File: src/rtl/l2_arbiter_pkg.sv
// l2_arbiter_pkg: line/word types and arbiter state encodings shared by the L2 arbiter slice
package l2_arbiter_pkg;
  localparam int ADDR_W = 16;
  localparam int LINE_W = 128;
  typedef logic [ADDR_W-1:0] lc3b_word;
  typedef logic [LINE_W-1:0] lc3b_cache_line;
  typedef enum logic [1:0] {IDLE, SERVE_I, SERVE_D, DONE} lc3b_arb_state;
  typedef enum logic {GRANT_I, GRANT_D} lc3b_arb_grant;
endpackage

File: src/rtl/l2_arbiter_if.sv
// l2_arbiter_if: I-cache, D-cache and L2 line-port signals seen by the arbiter
interface l2_arbiter_if;
  import l2_arbiter_pkg::*;
  logic imem_read;
  lc3b_word imem_address;
  lc3b_cache_line imem_rdata;
  logic imem_resp;
  logic dmem_read;
  logic dmem_write;
  lc3b_word dmem_address;
  lc3b_cache_line dmem_wdata;
  lc3b_cache_line dmem_rdata;
  logic dmem_resp;
  logic l2_read;
  logic l2_write;
  lc3b_word l2_address;
  lc3b_cache_line l2_wdata;
  lc3b_cache_line l2_rdata;
  logic l2_resp;
  modport master (
    input imem_read, imem_address, dmem_read, dmem_write, dmem_address, dmem_wdata, l2_rdata, l2_resp,
    output imem_rdata, imem_resp, dmem_rdata, dmem_resp, l2_read, l2_write, l2_address, l2_wdata
  );
  modport slave (
    output imem_read, imem_address, dmem_read, dmem_write, dmem_address, dmem_wdata, l2_rdata, l2_resp,
    input imem_rdata, imem_resp, dmem_rdata, dmem_resp, l2_read, l2_write, l2_address, l2_wdata
  );
endinterface

File: src/rtl/l2_arbiter_register.sv
// register: loadable storage, cleared asynchronously by rst_n
module register #(
  parameter int width = 16
) (
  input  logic             clk,
  input  logic             rst_n,
  input  logic             load,
  input  logic [width-1:0] in,
  output logic [width-1:0] out
);
  always_ff @(posedge clk or negedge rst_n)
    if (!rst_n) out <= '0;
    else if (load) out <= in;
endmodule

File: src/rtl/l2_arbiter.sv
// l2_arbiter: round-robin merge of I-cache and D-cache line requests onto one L2 port
module l2_arbiter
  import l2_arbiter_pkg::*;
(
  input logic clk,
  input logic rst_n,
  l2_arbiter_if.master bus
);
  lc3b_arb_state state_q, state_d;
  lc3b_arb_grant last_q, last_d;
  logic wr_q, wr_d;
  logic i_req, d_req, gnt_i, gnt_d, load, serving;
  assign i_req = bus.imem_read;
  assign d_req = bus.dmem_read | bus.dmem_write;
  // on a tie the client that did not win last time goes first
  assign gnt_d = state_q == IDLE && d_req && (!i_req || last_q == GRANT_I);
  assign gnt_i = state_q == IDLE && i_req && !gnt_d;
  assign load = gnt_i | gnt_d;
  always_comb begin
    state_d = state_q;
    last_d = last_q;
    wr_d = wr_q;
    unique case (state_q)
      IDLE: if (load) begin
        state_d = gnt_d ? SERVE_D : SERVE_I;
        last_d = gnt_d ? GRANT_D : GRANT_I;
        wr_d = gnt_d & bus.dmem_write;
      end
      SERVE_I, SERVE_D: state_d = bus.l2_resp ? DONE : state_q;
      DONE: state_d = IDLE;
      default: state_d = IDLE;
    endcase
  end
  always_ff @(posedge clk or negedge rst_n)
    if (!rst_n) begin
      state_q <= IDLE;
      last_q <= GRANT_I;
      wr_q <= 1'b0;
    end else begin
      state_q <= state_d;
      last_q <= last_d;
      wr_q <= wr_d;
    end
  // L2 side is driven only from held state, never from live client inputs
  assign serving = state_q == SERVE_I || state_q == SERVE_D;
  assign bus.l2_read = serving && !wr_q;
  assign bus.l2_write = serving && wr_q;
  assign bus.imem_resp = state_q == SERVE_I && bus.l2_resp;
  assign bus.dmem_resp = state_q == SERVE_D && bus.l2_resp;
  assign bus.imem_rdata = bus.l2_rdata;
  assign bus.dmem_rdata = bus.l2_rdata;
  register #(.width(ADDR_W)) addr_reg (
    .clk(clk), .rst_n(rst_n), .load(load),
    .in(gnt_d ? bus.dmem_address : bus.imem_address), .out(bus.l2_address)
  );
  register #(.width(LINE_W)) wdata_reg (
    .clk(clk), .rst_n(rst_n), .load(gnt_d), .in(bus.dmem_wdata), .out(bus.l2_wdata)
  );
endmodule

File: src/flat_wrapper.sv
// flat-port wrapper written by rule: the top's interface ports become plain ports
module l2_arbiter_flat import l2_arbiter_pkg::*;
  (clk, rst_n, bus_imem_read, bus_imem_address, bus_dmem_read, bus_dmem_write, bus_dmem_address, bus_dmem_wdata, bus_l2_rdata, bus_l2_resp, bus_imem_rdata, bus_imem_resp, bus_dmem_rdata, bus_dmem_resp, bus_l2_read, bus_l2_write, bus_l2_address, bus_l2_wdata);
  l2_arbiter_if bus_i ();
  input logic clk;
  input logic rst_n;
  input wire logic [$bits(bus_i.imem_read)-1:0] bus_imem_read;
  input wire logic [$bits(bus_i.imem_address)-1:0] bus_imem_address;
  input wire logic [$bits(bus_i.dmem_read)-1:0] bus_dmem_read;
  input wire logic [$bits(bus_i.dmem_write)-1:0] bus_dmem_write;
  input wire logic [$bits(bus_i.dmem_address)-1:0] bus_dmem_address;
  input wire logic [$bits(bus_i.dmem_wdata)-1:0] bus_dmem_wdata;
  input wire logic [$bits(bus_i.l2_rdata)-1:0] bus_l2_rdata;
  input wire logic [$bits(bus_i.l2_resp)-1:0] bus_l2_resp;
  output wire logic [$bits(bus_i.imem_rdata)-1:0] bus_imem_rdata;
  output wire logic [$bits(bus_i.imem_resp)-1:0] bus_imem_resp;
  output wire logic [$bits(bus_i.dmem_rdata)-1:0] bus_dmem_rdata;
  output wire logic [$bits(bus_i.dmem_resp)-1:0] bus_dmem_resp;
  output wire logic [$bits(bus_i.l2_read)-1:0] bus_l2_read;
  output wire logic [$bits(bus_i.l2_write)-1:0] bus_l2_write;
  output wire logic [$bits(bus_i.l2_address)-1:0] bus_l2_address;
  output wire logic [$bits(bus_i.l2_wdata)-1:0] bus_l2_wdata;
  assign bus_i.imem_read = bus_imem_read;
  assign bus_i.imem_address = bus_imem_address;
  assign bus_i.dmem_read = bus_dmem_read;
  assign bus_i.dmem_write = bus_dmem_write;
  assign bus_i.dmem_address = bus_dmem_address;
  assign bus_i.dmem_wdata = bus_dmem_wdata;
  assign bus_i.l2_rdata = bus_l2_rdata;
  assign bus_i.l2_resp = bus_l2_resp;
  assign bus_imem_rdata = bus_i.imem_rdata;
  assign bus_imem_resp = bus_i.imem_resp;
  assign bus_dmem_rdata = bus_i.dmem_rdata;
  assign bus_dmem_resp = bus_i.dmem_resp;
  assign bus_l2_read = bus_i.l2_read;
  assign bus_l2_write = bus_i.l2_write;
  assign bus_l2_address = bus_i.l2_address;
  assign bus_l2_wdata = bus_i.l2_wdata;
  l2_arbiter u_core (.clk(clk), .rst_n(rst_n), .bus(bus_i));
endmodule
File: config.mk
export PLATFORM = sky130hd
export DESIGN_NAME = l2_arbiter_flat
export DESIGN_NICKNAME = d
export VERILOG_FILES = /design/src/rtl/l2_arbiter_pkg.sv /design/src/rtl/l2_arbiter_if.sv /design/src/rtl/l2_arbiter_register.sv /design/src/rtl/l2_arbiter.sv /design/src/flat_wrapper.sv
export SDC_FILE = /design/constraint.sdc
export NUM_CORES = 1
export LEC_CHECK = 0
export CAP_MARGIN = 20
export CORE_AREA = 8 8 265 267
export CTS_CLUSTER_DIAMETER = 150
export DETAILED_ROUTE_END_ITERATION = 6
export DIE_AREA = 0 0 273 275
export GPL_ROUTABILITY_DRIVEN = 1
export HOLD_SLACK_MARGIN = 0.1
export PLACE_DENSITY = 0.47
export RECOVER_POWER = 25
export SLEW_MARGIN = 25
export SYNTH_ARGS = -nofsm -noshare
export SYNTH_HDL_FRONTEND = slang
export SYNTH_SLANG_ARGS = --single-unit
File: constraint.sdc
create_clock -name clk -period 1.75 [get_ports clk]
set_input_delay 0.4375 -clock clk [delete_from_list [all_inputs] [get_ports clk]]
set_output_delay 0.4375 -clock clk [all_outputs]
set_load 0.02 [all_outputs]
### Yosys cells after proc, flatten, opt, wreduce, memory -nomap -nowiden

Cells that the tools add are included.

* bits in registers: 148
* bits of input ports: 294
* logic and storage cells: 37

* eq/ne operators: 5
* muxes and demuxes: 6
* bitwise logic cells: 4
* reductions and logical operators: 17

Operators by type and width (number)
* 16-bit 2-to-1 mux: 1
* 1-bit logical AND: 8
* 2-bit 2-to-1 mux: 3
* 2-bit one-hot mux with 3 select lines: 1
* 2-bit equality test (second input constant): 2
* 2-bit != test (second input constant): 2
* 2-bit AND reduction: 2
* 1-bit logical NOT: 3
* 2-bit by 1-bit equality test with 1-bit output (second input constant): 1
* 2-bit logical NOT: 1
* 1-bit logical OR: 2
* 1-bit OR: 2
* 2-bit OR reduction: 1
* 1-bit AND: 1
* 1-bit 2-to-1 mux: 1
* 1-bit inverter: 1

### Logic depth before layout (Yosys ltp)

Gate-level depths: netlist of run 1.

* word-level depth: 8
* depth in mapped cells: 7
* gate-level depth less buffers: 5

### Modules after synthesis

Synthesis of run 1 repeated with hierarchy kept, for this count alone.

* cells, all modules: 613
* area, all modules: 7911.3 um^2

Modules (own cells, without submodules)
* register at u_core.wdata_reg: times used 1, cells each 270, area an instance 4822.1 um^2, seq. area each 3203.1 um^2
* l2_arbiter: times used 1, cells each 309, area an instance 2439.8 um^2, seq. area each 100.1 um^2
* register at u_core.addr_reg: times used 1, cells each 34, area an instance 649.4 um^2, seq. area each 400.4 um^2

### Worst setup path after synthesis of run 1

No wires, ideal clock.

* kind: reg-to-reg
* start point: reg u_core.state_q[0]
* end point: reg u_core.wdata_reg.out[85]
* arrival: 1.653 ns
* path slack: -0.027 ns
* cell stages (with the launch flop): 8
* cells stage by stage: dfrtp_1 -> inv_1 -> ha_1 -> a21boi_4 -> nand2_1 -> buf_4 -> buf_6 -> mux2_2

* word-level cells in the longest chain between the ends: 3

Ends and longest elaborated chain
* start: declaration: RTL line l2_arbiter.sv:9 `lc3b_arb_state state_q, state_d;`
* start signal: assignment: RTL line l2_arbiter.sv:40 `state_q <= state_d;`
* 2-bit logical NOT: RTL line l2_arbiter.sv:16 `assign gnt_d = state_q == IDLE && d_req && (!i_req || last_q == GRANT_I);`
* 1-bit logical AND (2 in series): RTL line l2_arbiter.sv:16
* end signal: assignment: RTL line l2_arbiter_register.sv:13 `else if (load) out <= in;`
* end: declaration: RTL line l2_arbiter_register.sv:9 `output logic [width-1:0] out`

Every way passes these cells.
A chain may end at the register's enable or synchronous reset.

### Worst setup path in the final report of run 1

* start point: reg u_core.state_q[1]
* end point: out bus_l2_read

* word-level cells in the longest chain between the ends: 3
* elaborated cells on any way between the ends: 4
* those cells by class: 2 x eq/ne; 2 x reduce/logical

Ends and longest elaborated chain
* 2-bit by 1-bit equality test with 1-bit output or 2-bit equality test (tied branches): RTL line l2_arbiter.sv:45 `assign serving = state_q == SERVE_I || state_q == SERVE_D;`
* 1-bit logical OR *: RTL line l2_arbiter.sv:45
* 1-bit logical AND *: RTL line l2_arbiter.sv:46 `assign bus.l2_read = serving && !wr_q;`
* end: declaration: RTL line flat_wrapper.sv:19 `output wire logic [$bits(bus_i.l2_read)-1:0] bus_l2_read;`

Mark *: on every way between the ends. The rest lies on a longest branch, timed or not.

==> results.txt, run 1 <==
The net count after synthesis is 945. Dividing the detail-routed wire length by the instance count gives 17.40 um. The buffer depth of the longest clock path is 2. The filler cells instantiated in the layout total 7,386. The worst register-to-register path begins at u_core.state_q[1]$_DFFE_PN0P_. The worst register-to-register path ends at u_core.wdata_reg.out[42]$_DFFE_PN0N_. The static power due to leakage is 4.400 nW.

The first global-routing pass estimated 39.65 mm of wire. Once detailed placement completed, the half-perimeter wirelength came to 22.28 mm. By startpoint and endpoint, the worst setup path is classified as flop to output port. STA classifies the critical path endpoint as an output port. The number of max-slew violations in the final report came to 0. The die is 273 um wide. The area of the die came out at 75,080 um2. The fraction of layout cells with a size suffix above 1 is 30.48%. The sequential area share after synthesis came out at 47.55%. The post-route antenna net violation count is 0. For this configuration, the core starts out at a cell density of 11.74%. The signed area change from the synthesized netlist to the final layout came out at 37.74%.

The via count of the first global-routing pass was 5,528. The worst hold path class is flop to flop. The core outline area is 66,330 um2.

The Yosys step of the flow raised 0 warnings. The routed layout has 4,817 vias. The run finished, with violations left.

After synthesis the netlist holds a flip-flop and latch count of 148. The total global-route track usage is 7.426%. The CTS sink count is 148. In this run the worst setup path begins at u_core.state_q[1]$_DFFE_PN0P_. The post-route setup TNS came out at -0.4447 ns. The share of the clock period used by the worst path came out at 106.8%.

The final reports fail on setup timing. The cell area after technology mapping is 7789 um2. For this run the aggregate overflow at the end of global routing stands at 0. The average vias per placed instance is 2.970. The number of maximum-capacitance constraint violations came out at 0. The signal arrival time at the worst endpoint came out at 1.43 ns.

The clock skew after layout came out at 0.008391 ns. Setup repair after global routing could not meet its margin everywhere. The number of antenna violations at the first check in global routing came to 5. The clock transition at the registers of the reported paths came out at 0.07 ns. The count of standard-cell rows came out at 95. The height of the die is 275 um. The required time of the critical path came out at 1.31 ns. The number of top-level pins came out at 698. The measured slew at the worst slew-check pin is 0.7081 ns. At the end of the flow the core is filled with cells to 16.17%. The worst-case vdd ir drop is 748.4 uV. The clock tree synthesis step divided the H-tree into 4 levels. STA classifies the critical path startpoint as a flop.

The first detailed-routing pass ran for 4 iterations. The number of I/O port buffers is 313. The worst-case setup margin in the final layout came out at -0.1191 ns. The maximum number of pins on one net before global-route repair came out at 52. The root buffer cell chosen for the clock tree is clkbuf_16. In this run, CTS created clock tree buffers numbering 17. The cell count after synthesis is 647. In this run, distinct cell masters in the synthesized netlist total 24. Dividing total power by cell area gives a power density of 1841 nW/um2. The largest fanout of any net on the critical path is 3. TritonCTS built the clock tree. Setup violations remaining at the end of the flow were counted as 4. The setup slack of the most critical reg-to-reg path is 0.07 ns. Timing would allow up to 535.0 MHz.

Measured in cells, the most critical reg-to-reg path has a length of 6. The clock latency on the worst-skew pair is 0.46 ns. Averaged over all synthesized cells, the footprint is 12.04 um2. In this run, the number of DRC markers left after iteration 0 of detailed routing was 150. The total length of routed wires is 28.23 mm. The minimum clock period after layout is 1.869 ns. The layout net count is 1,034. The headroom to the max-slew limit came out at 52.79%.

The DRC violations left came out at 0. The congestion estimate from routability-driven global placement came to 0.6961. The critical path ends at bus_l2_read. The hold violation count in the final report was 0.
## cell usage after synthesis, drive strengths merged
master,n,area share (%)
ha,4,0.64
a21bo,1,0.13
dfrtp,148,48
nand3,1,0.064
and2,3,0.24
o31a,1,0.11
or2,1,0.080
nor2,17,0.82
a22o,1,0.11
inv,3,0.14
a2bb2oi,2,0.22
o21ai,18,1.2
o31ai,1,0.096
nor4b,1,0.11
a31oi,16,1.3
a21boi,1,0.24
buf,274,27
clkbuf,3,0.14
nor2b,1,0.080
nand2,4,0.19
a21oi,18,1.2
mux2,128,19
## power by group
| group | leakage, nW | switching (W) | internal (W) |
|---|---|---|---|
| sequential | 1.73 | 0.000918 | 0.00521 |
| combinational | 2.39 | 0.00527 | 0.00468 |
| clock | 0.274 | 0.00167 | 0.00200 |
## placed cells by master (no fill, tap or decap), drive strengths merged, types with 6 or more instances in the layout
cell	n
clkdlybuf4s50	164
dfrtp	148
mux2	128
dlygate4sd2	123
buf	50
clkbuf	21
o21ai	18
a21oi	18
nor2	17
a31oi	16
inv	9
clkdlybuf4s15	6
## area by class of cell
| class | count | area, um2 | area share [%] |
|---|---|---|---|
| diodes | 1 | 2.502 | 0.02333 |
| clock buffers | 18 | 439.2 | 4.094 |
| clock inverters | 13 | 121.4 | 1.131 |
| inverters | 3 | 11.26 | 0.1050 |
| multi-input cells | 219 | 2041 | 19.02 |
| flip-flops and latches | 148 | 3704 | 34.52 |
| well taps | 873 | 1092 | 10.18 |
| repair buffers | 347 | 3317 | 30.92 |
## sequential cells by signal, indices dropped and copies added, names as in the netlist
name / cells
u_core.wdata_reg.out: 128
u_core.wr_q: 1
u_core.state_q: 2
u_core.addr_reg.out: 16
u_core.last_q: 1
## layer usage
layer	GRT usage, %	vias up	wire length, um
li1	-	2080	-
met1	6.828	2239	9345
met2	11.13	335	12610
met3	5.431	155	4222
met4	5.952	8	2001
met5	0	-	46
## what timing repair did
action,4_1_cts,5_1_grt
setup endpoints to repair,135,7
setup buffers,0,1
pin swaps,0,1
hold endpoints to repair,17,0
gates resized for setup,173,7
hold buffers,1,0
cloned,0,0
## kinds of logic (layout without fill, tap and decap cells)
kind of cell,Yosys count,after routing,synth area share (%)
buf+inv,280,381,27.20
flops,148,148,47.55
mux,128,128,18.51
compound gates,59,59,4.514
simple gates,28,28,1.590
fa+ha+maj,4,4,0.6426
other cells,0,1,0
## through the flow
step           setup slack [ns]  total power, W  hold WS, ns  area (um2)  cells
6_report                -0.1191         0.01975       0.4981       10730   1622
3_3_place_gp            -0.4233         0.01732       0.3239       10250   1588
3_5_place_dp            -0.4372         0.01742       0.3238       10250   1588
4_1_cts                 -0.1882         0.02031       0.3427       10720   1620
5_1_grt                 -0.1890         0.02117       0.5003       10730   1621
2_1_floorplan           0.01840         0.01243       0.1419        7794    647
## worst max-delay path, cell delays in order (launching register included)
cell     delay [ns]
dfrtp_1        0.38
inv_2          0.07
ha_4           0.27
nor2b_4        0.13
buf_6          0.12
## how the worst min path moves through the flow
stage	slack, ns	cells past startpoint	to	startpoint
2_1_floorplan	0.14	0	u_core.addr_reg.out[0]$_DFFE_PN0P_	rst_n
3_3_place_gp	0.32	1	u_core.wdata_reg.out[95]$_DFFE_PN0N_	rst_n
3_5_place_dp	0.32	1	u_core.wdata_reg.out[95]$_DFFE_PN0N_	rst_n
4_1_cts	0.34	2	u_core.wdata_reg.out[97]$_DFFE_PN0N_	rst_n
5_1_grt	0.50	3	u_core.addr_reg.out[0]$_DFFE_PN0P_	bus_imem_address[0]
6_report	0.50	1	u_core.wdata_reg.out[63]$_DFFE_PN0N_	u_core.wdata_reg.out[63]$_DFFE_PN0N_
No activity file was read; power rests on OpenSTA's default activity.
==> inputs of run 2 (changes only) <==
--- a/config.mk
+++ b/config.mk
@@ -6,13 +6,13 @@
 export NUM_CORES = 1
 export LEC_CHECK = 0
 export CAP_MARGIN = 20
-export CORE_AREA = 8 8 265 267
+export CORE_AREA = 8 8 267 269
 export CTS_CLUSTER_DIAMETER = 150
 export DETAILED_ROUTE_END_ITERATION = 6
-export DIE_AREA = 0 0 273 275
+export DIE_AREA = 0 0 275 277
 export GPL_ROUTABILITY_DRIVEN = 1
 export HOLD_SLACK_MARGIN = 0.1
-export PLACE_DENSITY = 0.47
+export PLACE_DENSITY = 0.45
 export RECOVER_POWER = 25
 export SLEW_MARGIN = 25
 export SYNTH_ARGS = -nofsm -noshare
==> constraint.sdc (replaced) <==
create_clock -name clk -period 1.85 [get_ports clk]
set_input_delay 0.4625 -clock clk [delete_from_list [all_inputs] [get_ports clk]]
set_output_delay 0.4625 -clock clk [all_outputs]
set_load 0.02 [all_outputs]
==> run 2 against run 1 <==
- the run still ends with setup timing left
- power fell by 8.4%
- count of clock-buffer cells in the layout rose by 4
- cell count fell by 0.12%
- sequential share of layout area rose by 0.26 points
- core utilization fell by 0.23 points
- die area rose by 1.5%
- largest cell class unchanged
- clock skew rose by 0.0035 ns
- first-iteration DRC count fell by 15%
- register-to-register slack barely moved
- worst hold slack improved by 0.00089 ns
- global-route usage fell by 0.53 points
- sequential power fell by 6.9%
==> results.txt, run 2 (synthesis results as in run 1) <==
The most common cell after layout, fill and taps aside is clkdlybuf4s50_1. The number of flip-flops in the largest register came out at 128 (unchanged). TritonCTS built the clock tree. The horizontal extent of the die came out at 275 um (+0.73%). The wire length of the first global-routing pass is 38.09 mm (-3.9%).

The part of the total power dissipated in sequential elements came to 31.5% (+0.5 points). The internal portion of total power is 0.01108 W (-6.9%). The worst hold path belongs to the class flop to flop. The detailed router's first-iteration violation count came to 128 (-15%). The routed length per instance came to 16.25 um (-6.6%). The highest cell delay on the worst timing path is 0.37 ns (about the same). The half-perimeter wire length after detailed placement is 20.68 mm (-7.2%). The part of the total power dissipated in the clock network came out at 18.7% (about the same). The number of maximum-capacitance constraint violations came out at 0 (unchanged). The weighted congestion reported at the end of routability-driven placement is 0.6791 (-2.4%). For this design, the slowest cell found on the critical path is dfrtp_1. The signal arrival time at the worst endpoint is 1.53 ns (+0.10 ns). The remaining global-route overflow is 0 (unchanged). The layout net count is 1,033 (-0.097%).

The headroom to the max-slew limit came to 35.06% (-18 points). The number of cell instances on the worst register-to-register path came out at 7 (+1). The buffer depth of the longest clock path came out at 2 (unchanged).

The total global-route track usage is 6.893% (-0.53 points). The post-route setup TNS was -0.4128 ns (+0.03194 ns). The power per cell area came out at 1700 nW/um2 (-7.7%). The fraction of layout cells with a size suffix above 1 is 27.88% (-2.6 points). The number of I/O port buffers came out at 313 (unchanged). Setup repair after global routing could not meet its margin everywhere. The clock latency on the worst-skew pair is 0.45 ns (about the same).

The count of standard-cell rows is 95 (unchanged). The total vias in the final route is 4,770 (-0.98%). The measured slew at the worst slew-check pin came out at 0.9740 ns (+0.2659 ns). The clock skew after layout is 0.01191 ns (+0.003523 ns). The height of the die came out at 277 um (+0.73%). The number of failing setup endpoints in the final timing report came out at 4 (unchanged).

The CTS sink count is 148 (unchanged). The post-route antenna net violation count is 0 (unchanged). The hold violation count in the final report is 0 (unchanged). The average vias per placed instance was 2.944 (-0.85%). The core outline area is 66,800 um2 (+0.72%).

STA classifies the critical path startpoint as a flop. Clock tree synthesis selected as its root buffer the cell clkbuf_16. The total length of routed wires is 26.32 mm (-6.7%).

The clock transition at the registers of the reported paths is 0.06 ns (about the same). The number of detailed-routing iterations run before antenna repair was 6 (+2). The number of buffer and inverter instances along the worst setup path is 3 (+1).

The area of the die came out at 76,180 um2 (+1.5%). The kind of cell adding the most delay to the critical path is flip-flops. The static power due to leakage came out at 4.373 nW (-0.61%). The DRC violations left is 0 (unchanged). The net load switching power came out at 0.007023 W (-11%).

The path type of the worst setup path is flop to output port. Traced cell by cell, the critical path runs through inv_2 -> buf_6 -> ha_4 -> nor2b_4 -> buf_12. The minimum clock period after layout is 1.996 ns. In the final layout, the registers with the most flip-flops are u_core.wdata_reg.out (128), u_core.addr_reg.out (16), u_core.state_q (2). The number of antenna violations at the first check in global routing is 5 (unchanged). The effective utilization at floorplan came out at 11.66% (-0.084 points). The worst-case vdd ir drop is 588.1 uV (-21%). The top cell types in the final layout, fill and taps aside, are clkdlybuf4s50_1, dfrtp_1, dlygate4sd2_1. The flow ran to the end, but the final reports show violations. The total stage count of the critical path came out at 5 (+1). The number of top-level pins was 698 (unchanged). The number of max-slew violations in the final report is 0 (unchanged).

Derived from the worst setup path, the maximum achievable clock frequency is 500.9 MHz. The maximum number of pins on one net before global-route repair came out at 49 (-5.8%). The worst setup path is captured at an output port. The worst slack at placement came out at -0.3450 ns (+0.09225 ns).

The combinational share of power was 49.8% (-0.6 points). The checks that failed: setup timing. The required time of the critical path came out at 1.39 ns (+0.08 ns). The switching share of total power came to 38.80% (-0.98 points).

In the finished design, the share of the clock period the worst path needs comes to 107.9%. The TritonCTS buffer count is 17 (unchanged). The area growth from synthesis to layout is 36.72%.

The number of stages on the worst hold path is 1 (unchanged). The worst-case setup margin in the final layout came to -0.1462 ns (-0.02716 ns). The largest fanout of any net on the critical path came out at 3 (unchanged). The via count of the first global-routing pass came out at 5,634 (+1.9%). The register with the most flip-flops in the final layout is u_core.wdata_reg.out. The total number of H-tree levels is 4 (unchanged).
-- run 2: changes by cell type in the layout (fill, tap and decap cells not counted), sizes merged --
cell / previous run / this run
clkinvlp: 2 / 3
dlygate4sd2: 123 / 140
clkbuf: 21 / 24
clkdlybuf4s15: 6 / 0
inv: 9 / 3
buf: 50 / 39
-- run 2: power by group through the flow --
stage          sequential (W)  clock (W)  combinational (W)
3_5_place_dp          0.00583          0             0.0102
3_3_place_gp          0.00578          0             0.0101
2_1_floorplan         0.00776          0            0.00399
4_1_cts               0.00574    0.00363            0.00921
5_1_grt               0.00596    0.00371            0.00973
6_report              0.00571    0.00338            0.00901
-- run 2: cell type report --
cell class / instances / area, um2
Fill cell: 7457 / 56150
Sequential cell: 148 / 3704
Timing Repair Buffer: 346 / 3286
Multi-Input combinational cell: 219 / 2009
Tap cell: 873 / 1092
Clock buffer: 22 / 464.2
Clock inverter: 8 / 80.08
Inverter: 3 / 11.26
Antenna cell: 1 / 2.502
-- run 2: repair_timing --
action,CTS,global route
setup buffers,3,2
endpoints found under the hold margin,22,0
gates resized for setup,154,10
pin swaps,1,0
setup endpoints to repair,181,4
hold buffers,1,0
-- run 2: layer usage --
layer | vias up | wire [um] | global-route usage (%)
li1 | 2074 | - | -
met1 | 2193 | 8710 | 6.178
met2 | 349 | 11530 | 10.22
met3 | 146 | 3902 | 4.929
met4 | 8 | 2122 | 6.192
met5 | - | 53 | 0
-- run 2: path summary, 6_finish.rpt --
| kind | to | slack, ns | startpoint |
|---|---|---|---|
| setup / recovery | bus_l2_read | -0.15 | u_core.state_q[1]$_DFFE_PN0P_ |
| hold / removal | u_core.wdata_reg.out[32]$_DFFE_PN0N_ | 0.50 | u_core.wdata_reg.out[32]$_DFFE_PN0N_ |
| setup reg to reg | u_core.wdata_reg.out[118]$_DFFE_PN0N_ | 0.08 | u_core.state_q[1]$_DFFE_PN0P_ |
| hold reg to reg | u_core.wdata_reg.out[32]$_DFFE_PN0N_ | 0.50 | u_core.wdata_reg.out[32]$_DFFE_PN0N_ |
| max in group asynchronous | u_core.wdata_reg.out[32]$_DFFE_PN0N_ | 0.35 | rst_n |
| min in group asynchronous | u_core.wdata_reg.out[98]$_DFFE_PN0N_ | 0.69 | rst_n |
-- run 2: stage by stage --
step	instances	hold WS [ns]	power, W	area [um2]	utilization, %
after detailed placement	1583	0.4044	0.01598	10200	15.26
after CTS	1617	0.4252	0.01858	10620	15.89
final	1620	0.4990	0.01810	10650	15.94
after floorplan	647	0.1669	0.01175	7789	-
after global routing	1619	0.5140	0.01940	10650	15.94
after global placement	1583	0.3986	0.01587	10200	15.26
